`src/rtl/sipo_deser.sv`:
```
// Serial-in / parallel-out deserializer with a one-deep output holding register and ready/valid handoff.
// Define SIPO_DESER_PARITY_EN to expect a trailing even-parity bit per frame.
module sipo_deser #(
  parameter int WIDTH     = 16,
  parameter bit MSB_FIRST = 1'b1
) (
  input  logic                         clk,
  input  logic                         rst_n,
  input  logic                         serial_in,
  input  logic                         in_valid,
  input  logic                         frame_start,
  output logic [WIDTH-1:0]             parallel_out,
  output logic                         out_valid,
  input  logic                         out_ready,
  output logic [$clog2(WIDTH+2)-1:0]   bit_count,
  output logic                         overrun,
  output logic                         parity_err
);

  // Output handshake: a word transfers on any edge where out_valid && out_ready.
  // out_valid never drops without that transfer; out_ready is ignored while out_valid is low.
  localparam int CW = $clog2(WIDTH+2);
`ifdef SIPO_DESER_PARITY_EN
  localparam int FRAME_LEN = WIDTH + 1;
`else
  localparam int FRAME_LEN = WIDTH;
`endif
  localparam logic [CW-1:0] LAST_IDX = CW'(FRAME_LEN - 1);
  localparam logic [CW-1:0] DATA_LEN = CW'(WIDTH);

  logic [WIDTH-1:0] shift_q, shift_base, shift_d, word_d;
  logic [CW-1:0]    count_q, count_base, count_d;
  logic             word_done;
  logic             take_word;

  // frame_start realigns before the current bit is considered, so that bit becomes bit 1.
  always_comb begin
    shift_base = frame_start ? '0 : shift_q;
    count_base = frame_start ? '0 : count_q;
    shift_d    = shift_base;
    count_d    = count_base;
    word_d     = '0;
    word_done  = 1'b0;
    if (in_valid) begin
      if (count_base < DATA_LEN) begin
        if (MSB_FIRST) shift_d = {shift_base[WIDTH-2:0], serial_in};
        else           shift_d = {serial_in, shift_base[WIDTH-1:1]};
      end
      word_d = shift_d;
      if (count_base == LAST_IDX) begin
        word_done = 1'b1;
        count_d   = '0;
        shift_d   = '0;
      end else begin
        count_d = count_base + 1'b1;
      end
    end
  end

  // A completed word is taken if the holding register is empty or being drained this edge.
  assign take_word = word_done && (!out_valid || out_ready);

  always_ff @(posedge clk or negedge rst_n) begin
    if (!rst_n) begin
      shift_q      <= '0;
      count_q      <= '0;
      parallel_out <= '0;
      out_valid    <= 1'b0;
      overrun      <= 1'b0;
    end else begin
      shift_q <= shift_d;
      count_q <= count_d;
      if (take_word) begin
        parallel_out <= word_d;
        out_valid    <= 1'b1;
      end else if (out_valid && out_ready) begin
        out_valid <= 1'b0;
      end
      if (word_done && out_valid && !out_ready)
        overrun <= 1'b1;
    end
  end

  assign bit_count = count_q;

`ifdef SIPO_DESER_PARITY_EN
  logic par_q, par_base, par_d, perr_d;

  // Running XOR of the data bits; the last frame bit is the parity bit itself.
  always_comb begin
    par_base = frame_start ? 1'b0 : par_q;
    par_d    = par_base;
    perr_d   = par_base ^ serial_in;
    if (in_valid) par_d = word_done ? 1'b0 : (par_base ^ serial_in);
  end

  always_ff @(posedge clk or negedge rst_n) begin
    if (!rst_n) begin
      par_q      <= 1'b0;
      parity_err <= 1'b0;
    end else begin
      par_q <= par_d;
      if (take_word) parity_err <= perr_d;
    end
  end
`else
  assign parity_err = 1'b0;
`endif

endmodule

```
`config.mk`:
```
export PLATFORM = sky130hd
export DESIGN_NAME = sipo_deser
export DESIGN_NICKNAME = d
export VERILOG_FILES = /design/src/rtl/sipo_deser.sv
export SDC_FILE = /design/constraint.sdc
export NUM_CORES = 1
export LEC_CHECK = 0
export CORE_ASPECT_RATIO = 1.2
export CORE_MARGIN = 3
export CORE_UTILIZATION = 39
export DETAILED_ROUTE_END_ITERATION = 10
export GPL_ROUTABILITY_DRIVEN = 0
export PLACE_DENSITY = 0.67
export REMOVE_ABC_BUFFERS = 1
export SYNTH_ARGS = -nofsm -noshare
export SYNTH_HDL_FRONTEND = slang
export SYNTH_SLANG_ARGS = --single-unit
```
`constraint.sdc`:
```
create_clock -name clk -period 2.3 [get_ports clk]
set_input_delay 0.46 -clock clk [delete_from_list [all_inputs] [get_ports clk]]
set_output_delay 0.46 -clock clk [all_outputs]
set_load 0.01 [all_outputs]
```
# [Word level (Yosys, flattened, before mapping)]
# Cells that the tools add are included.
[totals] reg_bits=39 in_bits=6 out_inout_bits=24 wordCells=28
[op_classes] add_sub_neg=1 n_lt_le_gt_ge=1 n_eq_ne=1 n_mux=12 reduce_logical=8
[ops] operator="$mux W16" n=5
[ops] operator="$mux W5" n=3
[ops] operator="$add A5 B1 Y5 const B" n=1
[ops] operator="$eq A5 B4 Y1 const B" n=1
[ops] operator="$lt A5 B5 Y1 const B" n=1
[ops] operator="$logic_and A1 B1 Y1" n=4
[ops] operator="$mux W1" n=4
[ops] operator="$logic_not A1 Y1" n=2
[ops] operator="$reduce_bool A2 Y1" n=1
[ops] operator="$logic_or A1 B1 Y1" n=1

# [Longest topological paths before layout]
[logic_depth] depth_word=6 ltp_mapped=7 depth_no_buf=5

# [Worst setup path after synthesis]
# No wires, ideal clock.
[synth_timing] path_kind="input port to flip-flop" startpoint="input frame_start" endpoint="register parallel_out[0]" setup_ns=0.125 arrival_time_ns=2.002 t_required_ns=2.175 setup_slack_ns=0.173 cell_stages=7 path_buffers=2 cell_sequence="clkbuf_1 -> nor2b_1 -> ha_1 -> nand4b_4 -> nor3_4 -> buf_8 -> mux2_2"
[synth_via] elab_chain_len=5 word_cells_on_any_way=9 classes_between="order compare: 1; eq/ne: 1; mux: 6; reduce/logical: 1"
[synth_rtl] item="from (decl)" line="11" rtl="input logic frame_start,"
[synth_rtl] item="parallel branches: the longest is 5 deep, another holds $lt A5 B5 Y1"
[synth_rtl] item="to (signal assigned)" line="74" rtl="parallel_out <= word_d;"
[synth_rtl] item="to (decl)" line="12" rtl="output logic [WIDTH-1:0] parallel_out,"
# Parallel ways; which one is timed is not known.
# A chain may end at the register's enable or synchronous reset.

# [Worst setup path after layout]
[layout_timing] startpoint="input frame_start" endpoint="register shift_q[8]"
[layout_via] elab_chain_len=5 word_cells_on_any_way=7 classes_between="order compare: 1; eq/ne: 1; mux: 5"
[layout_rtl] item="$mux W5" line="39" rtl="count_base = frame_start ? '0 : count_q;"
[layout_rtl] item="$lt A5 B5 Y1" line="45" rtl="if (count_base < DATA_LEN) begin"
[layout_rtl] item="$mux W16" line="45"
[layout_rtl] item="$mux W16" line="50" rtl="if (count_base == LAST_IDX) begin"
[layout_rtl] item="$mux W16 (*)" line="44" rtl="if (in_valid) begin"
[layout_rtl] item="via shift_d[8]" line="31" rtl="logic [WIDTH-1:0] shift_q, shift_base, shift_d, word_d;"
[layout_rtl] item="to (signal assigned)" line="71" rtl="shift_q <= shift_d;"
[layout_rtl] item="to (decl)" line="31"
# The timed path passes the listed nets; every way through them passes the cells marked *.

==> reports/qor.txt <==
run status: complete, no violations
min cycle time layout: 2.073 ns
mean instance size in the synthesized netlist: 11.21 um2
Fin. Hold Viols: 0
count of cells resized by post-cts repair: 0
smallest hold slack: 0.2770 ns
CTS tree: built
core area: 4359 um2
global routing met3 resource utilization: 4.755%
count of input and output buffers: 28
endpoint kind of the worst setup timing path: register
layout cells sized above 1: 19.19%
# Max-Cap Violations: 0
mean number of vias per cell: 5.024
count of pins over their slew limit: 0
DIE HEIGHT: 80.54 um
total congestion overflow: 0
Most Used Layer, Global Route: met2
horizontal die dimension: 68.11 um
final core occ: 51.69%
largest net degree at the start of global routing: 40
sum of buffers and inverters on the critical path: 2
Routed wire per std cell: 13.75 um
Overall Power: 1.221 mW
worst supply voltage drop on vdd: 0.0003278 V
H-tree levels: 2
arrival time worst endpoint: 2.22 ns
die area: 5485 um2
global routing met1 resource utilization: 18.87%
count of antenna-violating nets left after detailed routing: 0
number of synthesized register bits: 39
synthesized cell area: 1805 um2
standard-cell rows: 26
GRT Overall Usage: 14.68%
Top delay family on crit path: simple AND/OR/NAND/NOR gates
transition time of the tightest slew-check pin: 0.8475 ns
number of buffers on the longest clock path: 2
area after detailed placement: 2172 um2
cell-by-cell listing of the critical path: clkdlybuf4s50_1, nor2b_1, ha_1, nand4b_4, buf_4, or2b_1, o21ai_0
later-pin clock latency in the skew report: 0.29 ns
setup repair after global routing missed its margin: no
met2 Usage GRT: 22.47%
flop-to-flop setup slack: 0.41 ns
data required time at the worst endpoint: 2.45 ns
Tcrit/Tclk final: 90.13%
Critical Path Slowest Stage Cell: clkdlybuf4s50_1
worst reg-to-reg path cell count: 6
Setup Skew: 0.003944 ns
via count of the first global-routing pass: 1297
critical setup path kind: input port to register
TritonRoute pass-1 iters: 4
CP startpoint kind: input port
routed wire length: 3492 um
maximum fanout encountered on the critical timing path: 15
leakage power summed over all cells: 1.008 nW
initial antenna violation count: 0
post-route cell area: 2253 um2
clock sinks: 39
detailed placer's ending HPWL: 2478 um
number of nets in the finished design: 204
Hold Crit Class: input port to async pin
most frequent standard cell in the layout excluding fill and tap cells: dfrtp_1
Worst-path clk slew: 0.07 ns
final-report setup violation count: 0
fin cells: 254
Post-CTS Hold Buffers: 0
pwr dens: 541.9 nW/um2
Setup Buffers After CTS: 0
iteration-0 DRC count of the detailed router: 45
CTS Buf Count: 5
max incr delay on CP: 0.46 ns
starting density of the core: 41.42%
sequential fraction of the synthesis area: 54.05%
reg-to-reg endpoint: shift_q[8]$_DFF_PN0_
DR vias: 1276
Ant. Diodes: 0
Syn Inst Count: 161
maximum clock frequency: 482.4 MHz
Root Buffer: clkbuf_8
total I/O pin count: 30
number of different library cells in the post-synthesis netlist: 28
leading cell types in the layout, fill and taps excluded: dfrtp_1, clkdlybuf4s50_1, nand2_1
area added between synthesis and finish: 24.81%
cell count after placement: 246
Slew Limit Headroom: 43.50%
global-route wire length before repair: 5947 um
number of warnings reported in the yosys synthesis log: 0
r2r startpoint: bit_count[0]$_DFF_PN0_
post-route DRC violation count: 0
-- sequential cells by signal, summed over array words and instances, names as in the netlist --
signal	count
overrun	1
parallel_out	16
bit_count	5
out_valid	1
shift_q	16
-- worst reg2reg max path: cells and delay by family, from the launching register on --
family	cells	cell delay, ns
AOI/OAI and AO/OA	1	0.19
adders and majority gates	1	0.24
and+or+nand+nor	3	0.71
buffers and inverters	1	0.18
DFF	1	0.42
-- per-layer routing --
layer  vias to the layer above  share of wire, %
met5                         -                 0
met4                         0               2.8
met3                         9               5.2
met2                        37                47
met1                       612                45
li1                        618                 -
-- synthesized netlist by cell type --
library cell,count,area [um2]
o21ai_0,16,80.08
nand2_1,22,82.58
nand3_1,2,10.01
nand4b_4,1,23.77
mux2_2,17,191.4
buf_8,1,15.01
buf_4,2,15.01
ha_1,1,12.51
dfrtp_1,39,975.9
mux2i_1,15,150.1
xnor2_1,1,8.760
clkbuf_1,3,11.26
nor3_4,1,16.27
or2_2,1,6.260
nor2b_1,4,25.02
o211ai_1,2,15.01
nand2b_1,3,18.77
nand4b_1,1,8.760
a21oi_1,1,5.000
nand3b_1,1,7.510
a31oi_1,1,6.260
conb_1,1,3.750
buf_2,4,20.02
a41oi_1,1,8.760
nor2_1,17,63.81
xor2_1,1,8.760
a21o_1,1,7.510
or2b_1,1,7.510
-- worst max path at each step --
stage	start	endpoint	depth (start not counted)
after floorplan	bit_count[4]$_DFF_PN0_	parallel_out[0]$_DFFE_PN0P_	3
after global placement	frame_start	parallel_out[2]$_DFFE_PN0P_	7
after detailed placement	frame_start	shift_q[8]$_DFF_PN0_	7
after CTS	frame_start	shift_q[8]$_DFF_PN0_	7
after global routing	frame_start	shift_q[15]$_DFF_PN0_	7
final	frame_start	shift_q[8]$_DFF_PN0_	7
-- stage by stage --
step           TNS (ns)  setup slack [ns]
6_report              0            0.2271
5_1_grt               0           0.07927
4_1_cts               0            0.2259
3_5_place_dp     -1.231          -0.07129
3_3_place_gp          0           0.03490
2_1_floorplan         0            0.2587
-- power breakdown --
group | switching, mW | internal (mW)
logic | 0.0467 | 0.0331
clock network | 0.226 | 0.213
registers | 0.00916 | 0.693
total | 0.282 | 0.939
-- cell type report --
class | instances | area (um2)
well taps | 56 | 70.07
clock inverters | 1 | 5.005
multi-input cells | 112 | 768.2
flip-flops and latches | 39 | 975.9
fillers | 410 | 2106
repair buffers | 39 | 357.8
clock buffers | 7 | 76.32
-- cell families after synthesis --
family	Yosys count	share of synthesized area (%)
adders and majority gates	1	0.6929
buffers and inverters	10	3.395
AOI/OAI and AO/OA	22	6.792
DFF	39	54.05
other	1	0.2077
xor gates and xnor gates	2	0.9704
muxes	32	18.92
and+or+nand+nor	54	14.97
(Power assumes the default switching activity.)
